$ cat config.mk
export PLATFORM = sky130hd
export DESIGN_NAME = ifsram_pp_sched
export DESIGN_NICKNAME = d
export VERILOG_FILES = /design/src/rtl/ifsched_pkg.sv /design/src/rtl/ifsram_wr_issue.sv /design/src/rtl/ifsram_pp_sched.sv
export SDC_FILE = /design/constraint.sdc
export NUM_CORES = 1
export LEC_CHECK = 0
export BUFFER_PORTS_ARGS = -buffer_cell sky130_fd_sc_hd__clkbuf_2
export CAP_MARGIN = 20
export CORE_AREA = 8 8 92 94
export DETAILED_ROUTE_END_ITERATION = 10
export DIE_AREA = 0 0 100 102
export PLACE_DENSITY = 0.67
export SKIP_CTS_REPAIR_TIMING = 1
export SYNTH_ARGS = -nofsm -noshare
export SYNTH_HDL_FRONTEND = slang
export SYNTH_SLANG_ARGS = --single-unit
$ cat constraint.sdc
create_clock -name clk -period 1.7 [get_ports clk]
set_input_delay 0.255 -clock clk [delete_from_list [all_inputs] [get_ports clk]]
set_output_delay 0.255 -clock clk [all_outputs]
set_load 0.01 [all_outputs]
$ cat src/rtl/ifsched_pkg.sv
// ifsched_pkg: row-mode codes, FSM states and sram_top codes
// shared by the ifmap ping-pong scheduler and its write issuer.
package ifsched_pkg;

  localparam logic [2:0] IDLE         = 3'd0;
  localparam logic [2:0] LOAD         = 3'd1;
  localparam logic [2:0] UP_PADDING   = 3'd2;
  localparam logic [2:0] THREEROW     = 3'd3;
  localparam logic [2:0] TWOROW       = 3'd4;
  localparam logic [2:0] ONEROW       = 3'd5;
  localparam logic [2:0] DOWN_PADDING = 3'd6;

  typedef enum logic [1:0] {
    W_IDLE,
    W_START,
    W_BUSY
  } w_state_t;

  typedef enum logic [2:0] {
    R_IDLE,
    R_WAIT,
    R_START,
    R_BUSY,
    R_FIN
  } r_state_t;

  localparam logic [1:0] TOP_NONE = 2'd0;
  localparam logic [1:0] TOP_B0   = 2'd1;
  localparam logic [1:0] TOP_B1   = 2'd2;

endpackage

$ cat src/rtl/ifsram_wr_issue.sv
// ifsram_wr_issue: write-side FSM, bank full flags, wr_bank, tile count.
// Ports: clr/run frame control, rel/rel_bank release, engine start/busy/done.
module ifsram_wr_issue
  import ifsched_pkg::*;
#(
  parameter int TN_W = 8
) (
  input  logic            clk,
  input  logic            reset,
  input  logic            clr,
  input  logic            run,
  input  logic [TN_W-1:0] tile_num,
  input  logic            rel,
  input  logic            rel_bank,
  input  logic            if_write_busy,
  input  logic            if_write_done,
  output logic            if_write_start,
  output logic            sram0_write,
  output logic            sram1_write,
  output logic [1:0]      full,
  output logic            first_done
);

  w_state_t        state, state_n;
  logic            wr_bank;
  logic [TN_W-1:0] tiles;
  logic            done_ok;
  logic            active;

  assign done_ok = (state == W_BUSY) && if_write_done;
  assign active  = (state != W_IDLE);
  assign sram0_write = active && !wr_bank;
  assign sram1_write = active && wr_bank;
  assign first_done  = done_ok && (tiles == '0);

  always_ff @(posedge clk) begin
    if (reset) state <= W_IDLE;
    else       state <= state_n;
  end

  always_comb begin
    state_n        = state;
    if_write_start = 1'b0;
    unique case (state)
      W_IDLE:
        if (run && (tiles < tile_num) &&
            !full[wr_bank] && !if_write_busy)
          state_n = W_START;
      W_START: begin
        if_write_start = 1'b1;
        state_n        = W_BUSY;
      end
      W_BUSY:
        if (if_write_done) state_n = W_IDLE;
      default: state_n = W_IDLE;
    endcase
  end

  // Release and fill never hit the same bank in one cycle.
  always_ff @(posedge clk) begin
    if (reset || clr) begin
      full    <= 2'b00;
      wr_bank <= 1'b0;
      tiles   <= '0;
    end else begin
      if (rel) full[rel_bank] <= 1'b0;
      if (done_ok) begin
        full[wr_bank] <= 1'b1;
        wr_bank       <= ~wr_bank;
        tiles         <= tiles + TN_W'(1);
      end
    end
  end

endmodule

$ cat src/rtl/ifsram_pp_sched.sv
// ifsram_pp_sched: ping-pong ifmap SRAM scheduler (write/read issue,
// row modes, bank selects). IFSCHED_PERF_EN builds the stall counter.
module ifsram_pp_sched
  import ifsched_pkg::*;
#(
  parameter int TN_W   = 8,
  parameter int PERF_W = 32
) (
  input  logic              clk,
  input  logic              reset,
  input  logic              start,
  input  logic [TN_W-1:0]   cfg_tile_num,
  output logic              if_write_start,
  input  logic              if_write_busy,
  input  logic              if_write_done,
  output logic              if_read_start,
  input  logic              if_read_busy,
  input  logic              if_read_done,
  input  logic              change_sram,
  input  logic              row_finish,
  output logic              ifsram0_write,
  output logic              ifsram1_write,
  output logic              ifsram0_read,
  output logic              ifsram1_read,
  output logic [2:0]        current_state,
  output logic [1:0]        sram_top,
  output logic              sched_busy,
  output logic              sched_done,
  output logic [PERF_W-1:0] perf_stall_cnt
);

  r_state_t        state, state_n;
  logic [TN_W-1:0] n, bidx, last;
  logic [2:0]      mode, mode_n;
  logic            top, change_time;
  logic            go, ready, rd_done, rel;
  logic            rd_act, pair, sel_bank, rd_en;
  logic [1:0]      full;
  logic            first_done;

  assign go      = (state == R_IDLE) && start;
  assign last    = n - TN_W'(1);
  assign rd_done = (state == R_BUSY) && if_read_done;
  assign pair    = (mode == TWOROW) || (mode == ONEROW);
  assign rel     = rd_done &&
                   ((mode == ONEROW) || (mode == DOWN_PADDING));
  assign ready   = pair ? (&full) : full[top];
  assign rd_act  = (state == R_START) || (state == R_BUSY);

  assign sched_busy    = (state != R_IDLE);
  assign sched_done    = (state == R_FIN);
  assign current_state = rd_act ? mode : IDLE;

  // Two-bank passes follow the read engine across the bank boundary.
  assign sel_bank     = top ^ (pair && change_time);
  assign rd_en        = rd_act && if_read_busy;
  assign ifsram0_read = rd_en && !sel_bank;
  assign ifsram1_read = rd_en && sel_bank;

  ifsram_wr_issue #(.TN_W(TN_W)) u_wr (
    .clk            (clk),
    .reset          (reset),
    .clr            (go),
    .run            (sched_busy),
    .tile_num       (n),
    .rel            (rel),
    .rel_bank       (top),
    .if_write_busy  (if_write_busy),
    .if_write_done  (if_write_done),
    .if_write_start (if_write_start),
    .sram0_write    (ifsram0_write),
    .sram1_write    (ifsram1_write),
    .full           (full),
    .first_done     (first_done)
  );

  always_ff @(posedge clk) begin
    if (reset) state <= R_IDLE;
    else       state <= state_n;
  end

  always_comb begin
    state_n       = state;
    if_read_start = 1'b0;
    unique case (state)
      R_IDLE:
        if (start)
          state_n = (cfg_tile_num == '0) ? R_FIN : R_WAIT;
      R_WAIT:
        if (ready) state_n = R_START;
      R_START: begin
        if_read_start = 1'b1;
        state_n       = R_BUSY;
      end
      R_BUSY:
        if (if_read_done)
          state_n = (mode == DOWN_PADDING) ? R_FIN : R_WAIT;
      R_FIN:   state_n = R_IDLE;
      default: state_n = R_IDLE;
    endcase
  end

  always_comb begin
    mode_n = mode;
    unique case (mode)
      UP_PADDING:
        mode_n = (last == '0) ? DOWN_PADDING : THREEROW;
      THREEROW: mode_n = TWOROW;
      TWOROW:   mode_n = ONEROW;
      ONEROW:
        mode_n = (bidx == last) ? DOWN_PADDING : THREEROW;
      default:  mode_n = mode;
    endcase
  end

  always_ff @(posedge clk) begin
    if (reset) begin
      n           <= '0;
      mode        <= UP_PADDING;
      bidx        <= '0;
      top         <= 1'b0;
      sram_top    <= TOP_NONE;
      change_time <= 1'b0;
    end else begin
      if (go) begin
        n        <= cfg_tile_num;
        mode     <= UP_PADDING;
        bidx     <= TN_W'(1);
        top      <= 1'b0;
        sram_top <= TOP_NONE;
      end
      if (rd_done) begin
        mode <= mode_n;
        if (mode == ONEROW) bidx <= bidx + TN_W'(1);
      end
      if (first_done)
        sram_top <= top ? TOP_B1 : TOP_B0;
      if (rel) begin
        top <= ~top;
        if (mode == DOWN_PADDING) sram_top <= TOP_NONE;
        else sram_top <= top ? TOP_B0 : TOP_B1;
      end
      if (state == R_START)  change_time <= 1'b0;
      else if (change_sram)  change_time <= 1'b1;
      else if (row_finish)   change_time <= 1'b0;
    end
  end

`ifdef IFSCHED_PERF_EN
  logic [PERF_W-1:0] stall;
  always_ff @(posedge clk) begin
    if (reset || go)
      stall <= '0;
    else if ((state == R_WAIT) && !ready && !(&stall))
      stall <= stall + PERF_W'(1);
  end
  assign perf_stall_cnt = stall;
`else
  assign perf_stall_cnt = '0;
`endif

endmodule

==> results.cfg <==
[outcome]
status = complete, but fails checks
violations = negative setup slack

[synth]
synth_edf_count = 0
synth_compound_area_share_pct = 13.66
ys_top_cells_by_count = dfxtp_1, nand2_1, buf_4, nor2_1, a21oi_1
synth_xor_area_share_pct = 9.294
yosysWarningCount = 0
synthSimpleGateAreaFrac_pct = 26.46
synth.ff_latch_count = 39
synth_most_common_cell = dfxtp_1
synth_cell_types = 55
synth_top_family_by_area = simple AND/OR/NAND/NOR gates
yosys.area_share.adder_pct = 5.690
syn-cell-area_sq_um = 2639
ys_seq_area_share_pct = 29.59
yosysTopAreaCell = dfxtp_1
synthMuxAreaShare_pct = 1.565
async_flop_share_pct = 0
postSynthAreaPerCell_sq_um = 7.877
ys_top_cells_by_area = dfxtp_1, buf_4, ha_1, nand2_1, xnor2_1
synth_ff_type = dfxtp_1
synth_cells = 335
synth_top_area_share_pct = 29.59

[drt]
dr.pass1.iters = 4
viasPerCell = 4.871
wirelength_mm = 6.480
route.vias.total = 2372
drc = 0
drt_iter0_drc = 97
drtAntennaViolNets = 0
wire_per_inst_microns = 13.31

[place]
dp_hpwl_mm = 5.062
port_buffers = 29
gp_congestion = 0.8589
dpl.cell_count = 479
placed_area_sq_um = 2962

[worst_setup_path]
cp.required_ps = 1890
critPathSlowestCell = or4_4
cp_num_buf_inv = 0
worstReg2RegStart = n[0]$_SDFFE_PP0P_
arrival_ps = 1970
crit_family = simple AND/OR/NAND/NOR gates
r2r_cells = 5
crit_path_end_kind = flip-flop
crit_path_max_incr_delay_ps = 550
critPathLaunchType = flip-flop
r2r_slack_ps = -80
cp_cell_sequence = or4_4 -> nand4_1 -> o221a_2 -> o31ai_1 -> a311o_1
cp_max_fo = 6
r2r-end = mode[2]$_SDFFE_PP0P_
worstSetupPathType = flip-flop to flip-flop

[cells_and_area]
num_antenna_cells = 0
drive_gt1_share_pct = 23.97
final_cells = 487
fillers = 750
area_growth_pct = 19.20
final_area_sq_um = 3146
nets = 416

[worst_hold_path]
whs_endpoint = n[3]$_SDFFE_PP0P_
hp-start = cfg_tile_num[3]
worstHoldPathCells = 3
min_path_type = primary input to flip-flop

[timing]
finalCriticalPeriod_ps = 1782
drv_slew = 0
finalSetupViolCount = 2
hold_ws_ps = 178.3
finalClockSkew_ps = 5.133
fin_ws_ps = -82.46
period_share_pct = 104.9
rsz0062_at_grt = true
fmax_mhz = 561.0
final_hold_viol_count = 0

[clock_tree]
insertion_delay_ps = 300
cts.clk_slew.worst_paths_ps = 80
clockRootBuffer = clkbuf_8
cts_buffers = 5
htree_levels = 2
cts_sinks = 39
cts_tree = done
ctsLongestPathBuffers = 2

[floorplan]
start_util_pct = 37.38
die_width_microns = 100
ios = 62
rows = 31
dieArea_sq_um = 10200
fp.dieH_microns = 102
design.core.area_sq_um = 7059

[global_routing]
grt_pass1_vias = 2362
antenna_found_initial = 0
gr-total-overflow = 0
grt_usage_pct = 13.04
grt_max_degree = 17
grt_pass1_wl_mm = 10.83

[power]
ir_worst_vdd_v = 0.0003155
p_leak_nw = 1.322
pwr_density_cell_nw_per_um2 = 717.2

[flow_run]
drv_cap = 0
-- placed cells by master, fill, tap and decap left out, types with 4 or more instances in the layout --
master,instances
o21ai_0,5
xor2_1,12
buf_4,31
inv_1,15
o22ai_1,4
clkbuf_2,29
nand2b_1,6
nand3_1,11
a21o_1,4
a22oi_1,5
nor2_1,32
a21oi_1,19
nand2_1,37
clkbuf_8,6
dfxtp_2,4
ha_1,11
nor3_1,9
conb_1,32
dfxtp_1,35
and2_1,5
xnor2_1,15
nand4_1,7
-- how the worst max path moves through the flow --
| stage | start | endpoint | slack (ps) | depth (start not counted) |
|---|---|---|---|---|
| floorplan | state[2]$_SDFFE_PP0P_ | mode[2]$_SDFFE_PP0P_ | -6 | 7 |
| global placement | n[1]$_SDFFE_PP0P_ | mode[0]$_SDFFE_PP0P_ | -90 | 7 |
| detailed placement | n[1]$_SDFFE_PP0P_ | mode[0]$_SDFFE_PP0P_ | -170 | 7 |
| CTS | n[1]$_SDFFE_PP0P_ | mode[0]$_SDFFE_PP0P_ | -190 | 7 |
| global route | n[1]$_SDFFE_PP0P_ | mode[0]$_SDFFE_PP0P_ | -240 | 7 |
| finish | n[0]$_SDFFE_PP0P_ | mode[2]$_SDFFE_PP0P_ | -80 | 5 |
-- tightest hold or removal path: stages --
cell and delay, ps:
clkbuf_2 90, nand2_1 50, a21oi_1 50
-- sequential cells by signal (all words and copies together), names as in the netlist --
register,count
bidx,8
change_time,1
mode,3
n,8
sram_top,2
state,3
top,1
u_wr.full,2
u_wr.state,2
u_wr.tiles,8
u_wr.wr_bank,1
-- per-stage QoR --
| stage | setup TNS (ps) | utilization [%] | worst slack [ps] | power (mW) |
|---|---|---|---|---|
| 2_1_floorplan | -5.642 | - | -5.642 | 1.342 |
| 6_report | -146.5 | 44.56 | -82.46 | 2.256 |
| 3_3_place_gp | -141.1 | 41.95 | -88.44 | 1.426 |
| 4_1_cts | -507.8 | 43.62 | -192.2 | 2.259 |
| 3_5_place_dp | -359.8 | 41.95 | -168.8 | 1.435 |
| 5_1_grt | -581.7 | 44.56 | -235.8 | 2.371 |
-- metal layers --
layer  up-vias  GRT usage, %  share of wire [%]
met4         0         4.651                1.4
met5         -             0                  0
met2        62         22.63                 48
met3         9         3.065                5.9
met1      1105         15.33                 45
li1       1196             -                  -
-- report_power, final --
part | switching (mW) | leakage, nW | internal [mW]
logic | 0.259 | 0.942 | 0.202
registers | 0.0306 | 0.319 | 0.944
clock network | 0.345 | 0.0612 | 0.475
total | 0.635 | 1.32 | 1.62
-- final cells by class --
class / instances / area, sq um / share of cell area [%]
flip-flops and latches: 39 / 785.8 / 24.98
multi-input cells: 266 / 1684 / 53.54
clock inverters: 2 / 35.03 / 1.114
repair buffers: 60 / 377.9 / 12.01
clock buffers: 6 / 82.58 / 2.625
inverters: 15 / 56.30 / 1.790
well taps: 99 / 123.9 / 3.938
-- kinds of logic (layout without fill, tap and decap cells) --
kind of cell,Yosys count,after routing
mux,4,4
simple gates,136,136
fa+ha+maj,12,12
buf+inv,61,83
other cells,1,32
xor+xnor,28,28
flops,39,39
compound gates,54,54
Note: power is estimated with default switching activity, not from simulation.
